<file path="config.mk">
export PLATFORM = sky130hd
export DESIGN_NAME = rtc_cfg_ctrl
export DESIGN_NICKNAME = d
export VERILOG_FILES = /design/src/rtl/rtc_cfg_ctrl.sv
export SDC_FILE = /design/constraint.sdc
export NUM_CORES = 1
export LEC_CHECK = 0
export CORE_MARGIN = 2
export CORE_UTILIZATION = 55
export CTS_CLUSTER_DIAMETER = 60
export DETAILED_ROUTE_END_ITERATION = 10
export DONT_BUFFER_PORTS = 1
export PLACE_DENSITY_LB_ADDON = 0.25
export SYNTH_ARGS = -nofsm -noshare
export SYNTH_HDL_FRONTEND = slang
export SYNTH_SLANG_ARGS = --single-unit
</file>
<file path="constraint.sdc">
create_clock -name clk -period 3.2 [get_ports clk]
set_input_delay 0.32 -clock clk [delete_from_list [all_inputs] [get_ports clk]]
set_output_delay 0.32 -clock clk [all_outputs]
set_load 0.05 [all_outputs]
</file>
<file path="src/rtl/rtc_cfg_ctrl.sv">
// Front-panel edit sequencer for RTC date/time fields: field select, up/down ticks with auto-repeat,
// and a req/ack commit to the RTC write engine. Optional inactivity abort: `RTC_CFG_TIMEOUT_EN.
module rtc_cfg_ctrl #(
  parameter int unsigned HOLD_DELAY    = 50000000,
  parameter int unsigned REPEAT_PERIOD = 25000000,
  parameter int unsigned TIMEOUT       = 1000000000,
  parameter int unsigned NUM_FIELDS    = 6
) (
  input  logic       clk,
  input  logic       reset,
  input  logic       btn_config,
  input  logic       btn_left,
  input  logic       btn_right,
  input  logic       btn_up,
  input  logic       btn_down,
  input  logic       write_ack,
  output logic [3:0] en_count,
  output logic       enUP,
  output logic       enDOWN,
  output logic       config_active,
  output logic       write_req,
  output logic       cfg_abort
);

  typedef enum logic [1:0] {StIdle, StEdit, StCommit} state_e;
  typedef enum logic [1:0] {RpIdle, RpHold, RpRepeat} rpt_e;

  localparam logic [3:0] LastField = 4'(NUM_FIELDS);

  state_e      state_q, state_d;
  rpt_e        rpt_q, rpt_d;
  logic [31:0] rpt_cnt_q, rpt_cnt_d;
  logic [3:0]  field_q, field_d;
  logic        up_tick_q, up_tick_d;
  logic        dn_tick_q, dn_tick_d;
  logic        abort_q, abort_d;
  logic        cfg_q, left_q, right_q, up_q, down_q;

  logic cfg_rise, left_rise, right_rise, up_rise, down_rise;
  logic up_only, dn_only, qual, qual_dn, start;
  logic timeout_hit;

  assign cfg_rise   = btn_config & ~cfg_q;
  assign left_rise  = btn_left & ~left_q;
  assign right_rise = btn_right & ~right_q;
  assign up_rise    = btn_up & ~up_q;
  assign down_rise  = btn_down & ~down_q;

  assign up_only = btn_up & ~btn_down;
  assign dn_only = btn_down & ~btn_up;
  assign qual    = up_only | dn_only;
  assign qual_dn = dn_only;
  // A button becoming the only one held (its own rise, or the other released) starts a fresh hold.
  assign start   = (up_only & (up_rise | (up_q & down_q))) |
                   (dn_only & (down_rise | (up_q & down_q)));

`ifdef RTC_CFG_TIMEOUT_EN
  logic [31:0] idle_cnt_q, idle_cnt_d;
  logic        any_btn;

  assign any_btn     = btn_config | btn_left | btn_right | btn_up | btn_down;
  assign timeout_hit = (state_q == StEdit) && !any_btn && (idle_cnt_q == TIMEOUT - 1);

  always_comb begin
    idle_cnt_d = 32'd0;
    if (state_q == StEdit && !any_btn && !timeout_hit && !cfg_rise) begin
      idle_cnt_d = idle_cnt_q + 32'd1;
    end
  end

  always_ff @(posedge clk) begin
    if (reset) begin
      idle_cnt_q <= 32'd0;
    end else begin
      idle_cnt_q <= idle_cnt_d;
    end
  end
`else
  logic unused_timeout;
  assign unused_timeout = ^TIMEOUT;
  assign timeout_hit    = 1'b0;
`endif

  always_comb begin
    state_d   = state_q;
    field_d   = field_q;
    rpt_d     = rpt_q;
    rpt_cnt_d = rpt_cnt_q;
    up_tick_d = 1'b0;
    dn_tick_d = 1'b0;
    abort_d   = 1'b0;

    unique case (state_q)
      StIdle: begin
        rpt_d     = RpIdle;
        rpt_cnt_d = 32'd0;
        if (cfg_rise) begin
          state_d = StEdit;
          field_d = 4'd1;
        end
      end

      StEdit: begin
        if (cfg_rise) begin
          state_d   = StCommit;
          field_d   = 4'd0;
          rpt_d     = RpIdle;
          rpt_cnt_d = 32'd0;
        end else if (timeout_hit) begin
          state_d   = StIdle;
          field_d   = 4'd0;
          abort_d   = 1'b1;
          rpt_d     = RpIdle;
          rpt_cnt_d = 32'd0;
        end else begin
          if (qual) begin
            if (start) begin
              up_tick_d = ~qual_dn;
              dn_tick_d = qual_dn;
              rpt_d     = RpHold;
              rpt_cnt_d = 32'd0;
            end else if (rpt_q == RpHold && rpt_cnt_q == HOLD_DELAY - 1) begin
              up_tick_d = ~qual_dn;
              dn_tick_d = qual_dn;
              rpt_d     = RpRepeat;
              rpt_cnt_d = 32'd0;
            end else if (rpt_q == RpRepeat && rpt_cnt_q == REPEAT_PERIOD - 1) begin
              up_tick_d = ~qual_dn;
              dn_tick_d = qual_dn;
              rpt_cnt_d = 32'd0;
            end else if (rpt_q != RpIdle) begin
              rpt_cnt_d = rpt_cnt_q + 32'd1;
            end
          end else begin
            rpt_d     = RpIdle;
            rpt_cnt_d = 32'd0;
          end

          // Navigation only while neither value button is held; simultaneous left+right cancels.
          if (!(btn_up || btn_down) && (left_rise ^ right_rise)) begin
            if (right_rise) begin
              field_d = (field_q == LastField) ? 4'd1 : field_q + 4'd1;
            end else begin
              field_d = (field_q == 4'd1) ? LastField : field_q - 4'd1;
            end
            rpt_d     = RpIdle;
            rpt_cnt_d = 32'd0;
          end
        end
      end

      StCommit: begin
        if (write_ack) begin
          state_d = StIdle;
        end
      end

      default: begin
        state_d = StIdle;
        field_d = 4'd0;
      end
    endcase
  end

  always_ff @(posedge clk) begin
    if (reset) begin
      state_q   <= StIdle;
      field_q   <= 4'd0;
      rpt_q     <= RpIdle;
      rpt_cnt_q <= 32'd0;
      up_tick_q <= 1'b0;
      dn_tick_q <= 1'b0;
      abort_q   <= 1'b0;
      cfg_q     <= 1'b0;
      left_q    <= 1'b0;
      right_q   <= 1'b0;
      up_q      <= 1'b0;
      down_q    <= 1'b0;
    end else begin
      state_q   <= state_d;
      field_q   <= field_d;
      rpt_q     <= rpt_d;
      rpt_cnt_q <= rpt_cnt_d;
      up_tick_q <= up_tick_d;
      dn_tick_q <= dn_tick_d;
      abort_q   <= abort_d;
      cfg_q     <= btn_config;
      left_q    <= btn_left;
      right_q   <= btn_right;
      up_q      <= btn_up;
      down_q    <= btn_down;
    end
  end

  assign en_count      = field_q;
  assign enUP          = up_tick_q;
  assign enDOWN        = dn_tick_q;
  assign config_active = (state_q != StIdle);
  assign write_req     = (state_q == StCommit);
  assign cfg_abort     = abort_q;

endmodule

</file>
### After elaboration in Yosys (flattened, before gate mapping)

Index checks and enable logic that the tools add are counted.

| operators by class | value |
|---|---|
| $add $sub $neg | 3 |
| reductions and logical operators | 14 |
| bitwise logic cells | 26 |
| equality and inequality tests | 14 |
| mux-type cells | 31 |

Operator list:

| cell | number |
|---|---|
| 32-bit two-way mux | 7 |
| 32-bit one-hot mux with 2 select lines | 1 |
| 32-bit by 1-bit adder with 32-bit output (second input constant) | 1 |
| 32-bit by 25-bit == test with 1-bit output (second input constant) | 1 |
| 32-bit by 26-bit == test with 1-bit output (second input constant) | 1 |
| 4-bit two-way mux | 6 |
| 2-bit two-way mux | 8 |
| 4-bit one-hot mux with 3 select lines | 1 |
| 1-bit NOT | 11 |
| 1-bit AND | 10 |
| 8-bit != test (second input constant) | 1 |
| 1-bit two-way mux | 6 |
| 2-bit != test (second input constant) | 3 |
| 6-bit != test (second input constant) | 1 |
| 2-bit one-hot mux with 3 select lines | 1 |
| 3-bit AND reduction | 2 |
| 2-bit nonzero test | 3 |
| 4-bit by 1-bit adder with 4-bit output (second input constant) | 1 |
| 2-bit by 1-bit == test with 1-bit output (second input constant) | 2 |
| 2-bit == test (second input constant) | 2 |
| 4-bit by 1-bit == test with 1-bit output (second input constant) | 1 |
| 4-bit by 3-bit == test with 1-bit output (second input constant) | 1 |
| 1-bit bitwise OR | 4 |
| 2-bit one-hot mux with 2 select lines | 1 |
| 9 further kinds | 12 |

| storage, ports and cells | value |
|---|---|
| output and inout port bits | 9 |
| register bits | 47 |
| word-level logic and storage cells | 99 |

### Depth between registers and ports, before layout

| logic depth | value |
|---|---|
| word-level depth | 10 |
| gate-level depth with buffers | 10 |
| mapped depth without buffers | 8 |

### Worst setup path after synthesis

OpenSTA, ideal clock, no wires.

| timing | value |
|---|---|
| kind | flip-flop to flip-flop |
| from | reg rpt_cnt_q[12] |
| to | reg rpt_cnt_q[30] |
| library setup time | 79 ps |
| clock period less this slack | 2,177 ps |
| arrival time | 2,098 ps |
| stages on the path, launching flop included | 8 |
| buffers on the path | 1 |
| slack | 1,023 ps |
| required time | 3,121 ps |
| cells stage by stage | dfxtp_1 clkbuf_2 nand4_4 nor4_4 nand4_1 or3_4 or4_4 o221ai_2 |

| between the ends | value |
|---|---|
| longest elaborated chain between the ends | 9 |
| elaborated cells on any way between the ends | 15 |

RTL lines:

| item | RTL line | RTL |
|---|---|---|
| start, declared | 32 | `logic [31:0] rpt_cnt_q, rpt_cnt_d;` |
| start signal, assigned | 183 | `rpt_cnt_q <= rpt_cnt_d;` |
| 32-bit by 1-bit adder with 32-bit output or 32-bit by 25-bit == test with 1-bit output (tied branches) | 132, 127 |  |
| 32-bit two-way mux or 1-bit logical AND (tied branches) | 131, 127 |  |
| 32-bit two-way mux | 127 | `end else if (rpt_q == RpRepeat && rpt_cnt_q == REPEAT_PERIOD - 1) begin` |
| 32-bit two-way mux | 122 | `end else if (rpt_q == RpHold && rpt_cnt_q == HOLD_DELAY - 1) begin` |
| 32-bit two-way mux | 117 | `if (start) begin` |
| 32-bit two-way mux | 116 | `if (qual) begin` |
| 32-bit two-way mux | 140 | `if (!(btn_up \|\| btn_down) && (left_rise ^ right_rise)) begin` |
| 32-bit two-way mux | 104 | `if (cfg_rise) begin` |
| 32-bit one-hot mux with 2 select lines | 93 | `unique case (state_q)` |

Parallel ways exist; a longest one is shown, timed or not. The select of a mux whose other input is x is not followed.
A chain may end at the register's enable or synchronous reset.

### Worst setup path after layout

| timing | value |
|---|---|
| from | reg state_q[0] |
| to | reg rpt_cnt_q[25] |

| between the ends | value |
|---|---|
| longest elaborated chain between the ends | 3 |
| elaborated cells on any way between the ends | 6 |

RTL lines:

| item | RTL line | RTL |
|---|---|---|
| start, declared | 30 | `state_e state_q, state_d;` |
| start signal, assigned | 167 | `state_q <= StIdle;` |
| start signal, assigned | 180 | `state_q <= state_d;` |
| 2-bit by 1-bit == test with 1-bit output or 2-bit zero test (tied branches) | 93 |  |
| 8-bit != test (no source line) or 2-bit nonzero test (tied branches) | -- |  |
| 2-bit AND reduction (no source line) | -- |  |

Parallel ways exist; a longest one is shown, timed or not.

==> metrics.md <==
| Metric | Value |
|---|---|
| Outcome | completed |
| Synthesized Nets | 425 |
| Cells after DPL | roughly 460 |
| Cells after Synth | 409 |
| Avg WL per Cell | 16.2 um |
| TNS Setup | 0 ps |
| Hold buffer count at CTS | 0 |
| Synth Register Bits | between 40 and 50 |
| Number of buffers added on ports | 0 |
| Static leakage | roughly 1.0 nW |
| Total wire length | approximately 7.6 mm |
| Critical path buffers and inverters | 1 |
| Initial antenna violation count | 0 |
| Root Driver | clkbuf_8 |
| Hold Vio Cnt, Final | 0 |
| Max FO, Critical Path | 33 |
| Via count | ~3100 |
| Row cnt | 27 |
| CP endpoint kind | register |
| Setup Skew | between 6 and 7 ps |
| DRC viols | 0 |
| R2R depth | 7 |
| Largest net degree at the start of global routing | 47 |
| Crit path required time | 3430 ps |
| Commonest cells after routing, fill and taps aside | nand3_1, dfxtp_1, nand2_1 |
| Layout cell share with drive strength beyond 1 | 0.0730 |
| Setup crit start kind | register |
| Max Buffers Root-to-Sink | 2 |
| Total CTS buffers | 5 |
| XOR/XNOR Fraction of Synth Area | 0.00579 |
| Post-CTS Resized | 0 |
| CP delay by family, top | compound AO/OA/AOI/OAI gates |
| H-tree levels | 2 |
| Final min period | around 2600 ps |
| Grt total ovfl | 0 |
| Synth Flop Type | dfxtp_1 |
| Worst path max stage delay | 750 ps |
| Power per cell area | between 300 and 400 nW/um^2 |
| Setup ws final | roughly 550 ps |
| Diode count | 0 |
| Die Width | 78.2 um |
| Hold Path Class | in -> reg |
| Main combinational cell family by area after synthesis | simple AND/OR/NAND/NOR gates |
| Final core occ | 0.584 |
| Data arrival time of the critical path | between 2000 and 3000 ps |
| RePlAce Congestion | approximately 0.93 |
| Sequential share of the synthesized area | 0.311 |
| Max Slew Vio Count | 0 |
| Final period utilization | 0.828 |
| Die area | 6110 um^2 |
| Cell Area, Synth | ~3000 um^2 |
| First-pass DRT Iterations | 5 |
| Worst hold stages | 1 |
| Net count reported at finish | between 400 and 500 |
| Clock Latency Late Sink | 300 ps |
| Post-synthesis mux area share | 0 |
| Initial core utilization | 0.560 |
| RSZ-0062 raised after global routing | no |
| Ports | 17 |
| FMAX | 378 MHz |
| Detail Route Antenna Nets | 0 |
| GRT Total Usage | 0.254 |
| CP cell instances | nor2b_1 -> nand3_1 -> a211oi_2 -> a21boi_4 -> buf_4 -> o311ai_0 -> a31oi_1 |
| Simple-gate share of the synthesized area | 0.432 |
| CORE AREA | 5410 um^2 |
| Synth Area in Adders | 0.0331 |
| Max-capacitance violation count | 0 |
| Pre-CTS WS | just under 600 ps |
| CTS tree | built |
| Post-CTS setup buffers | 0 |
| PnR Total Power | around 1.1 mW |
| EDFF count, synth | 0 |
| CP max stage cell | a21boi_4 |
| Fraction of registers with async set/reset | 0 |
| Via density per instance | 6.58 |
| Yosys warnings | 0 |
| Die Y-Extent | ~78 um |
| Commonest non-fill, non-tap cell in the layout | nand3_1 |
| Slew headroom | 0.340 |
| Post-route insts no fill | approximately 470 |
| Global-route wire length before repair | about 13 mm |
| Hpwl dp | ~5.2 mm |
| Kind of critical path | reg -> reg |
| Drt first-iter violations | 265 |
| Tightest Pin Transition | approximately 1000 ps |
| Clk pin slew, worst setup/hold paths | 90 ps |
| Compound-cell area share of the yosys netlist | 0.160 |
| Maximum VDD drop | slightly above 0.2 mV |
| Synth Area per Inst | between 7 and 8 um^2 |
| Netlist cell types | just under 60 |
| Area growth syn-to-layout | 4.38% |
| Final Setup Violations | 0 |
| Vias in the first global route | 2673 |
| CP Depth | 7 |
| Clock sinks | 47 |
[metrics by stage]
stage | instance area (um^2) | hold slack, ps
CTS | 3160 | 67.0
finish | 3160 | 74.9
global route | 3160 | 56.1
global placement | 3070 | 394
floorplan | 3030 | 448
detailed placement | 3070 | 396
[sequential cells by signal, summed over array words and instances (netlist names), 2 cells and up]
name	cells
state_q	2
en_count	4
rpt_cnt_q	32
rpt_q	2
[cell usage after synthesis (5+ instances only)]
cell | number | area share
nand3_1 | 58 | 0.096
dfxtp_1 | 47 | 0.31
nand2_1 | 45 | 0.056
nor2_1 | 37 | 0.046
a31oi_1 | 24 | 0.050
nand4_1 | 24 | 0.050
clkbuf_1 | 20 | 0.025
inv_1 | 13 | 0.016
a21oi_1 | 12 | 0.020
nor2b_1 | 12 | 0.025
nor3_1 | 9 | 0.015
ha_1 | 8 | 0.033
and3_1 | 6 | 0.012
buf_2 | 6 | 0.0099
and4_1 | 5 | 0.014
nand3b_1 | 5 | 0.012
nor4_1 | 5 | 0.010
o21ai_0 | 5 | 0.0083
or3_1 | 5 | 0.010
[metal layers]
metal	global-route usage	vias to the layer above	wire length, um
li1	-	1499	-
met3	0.0391	8	479
met1	0.321	1449	3340
met2	0.446	129	3680
met4	0.0754	0	86
met5	0	-	0
[logic make-up (layout without fill, tap and decap cells)]
kind of cell / count (synthesis) / in the layout
other: 1 / 1
flip-flops: 47 / 47
AND/OR/NAND/NOR: 239 / 239
XOR/XNOR: 2 / 2
AO/OA/AOI/OAI: 70 / 70
adder cells (fa/ha/maj): 8 / 8
buffers and inverters: 42 / 30
[cell type report]
cell class,instances,area (um^2)
inverter,13,48.8
clock inverter,2,12.5
timing repair buffer,9,67.6
fill,498,2250
multi-input combinational,320,1930
sequential,47,941
tap,72,90.1
clock buffer,6,72.6
[worst register-to-register path, stage by stage, from the launching register on]
cell and delay [ps]:
dfxtp_1 460, nor2b_1 240, nand3_1 180, a211oi_2 280, a21boi_4 750, buf_4 350, o311ai_0 160, a31oi_1 170
[worst paths after layout]
check	end	start	slack [ps]
setup / recovery	rpt_cnt_q[25]$_SDFFE_PP0P_	state_q[0]$_SDFFE_PP0P_	550
hold / removal	rpt_cnt_q[29]$_SDFFE_PP0P_	reset	70
setup reg to reg	rpt_cnt_q[25]$_SDFFE_PP0P_	state_q[0]$_SDFFE_PP0P_	550
hold reg to reg	rpt_cnt_q[1]$_SDFFE_PP0P_	rpt_cnt_q[1]$_SDFFE_PP0P_	510
[report_power, final]
group | internal, mW | switching (mW) | leakage [nW]
clock | 0.153 | 0.208 | 0.0412
sequential | 0.593 | 0.0203 | 0.380
combinational | 0.0453 | 0.0812 | 0.583
total | 0.792 | 0.310 | 1.00
Power figures use the tool's default switching activity.
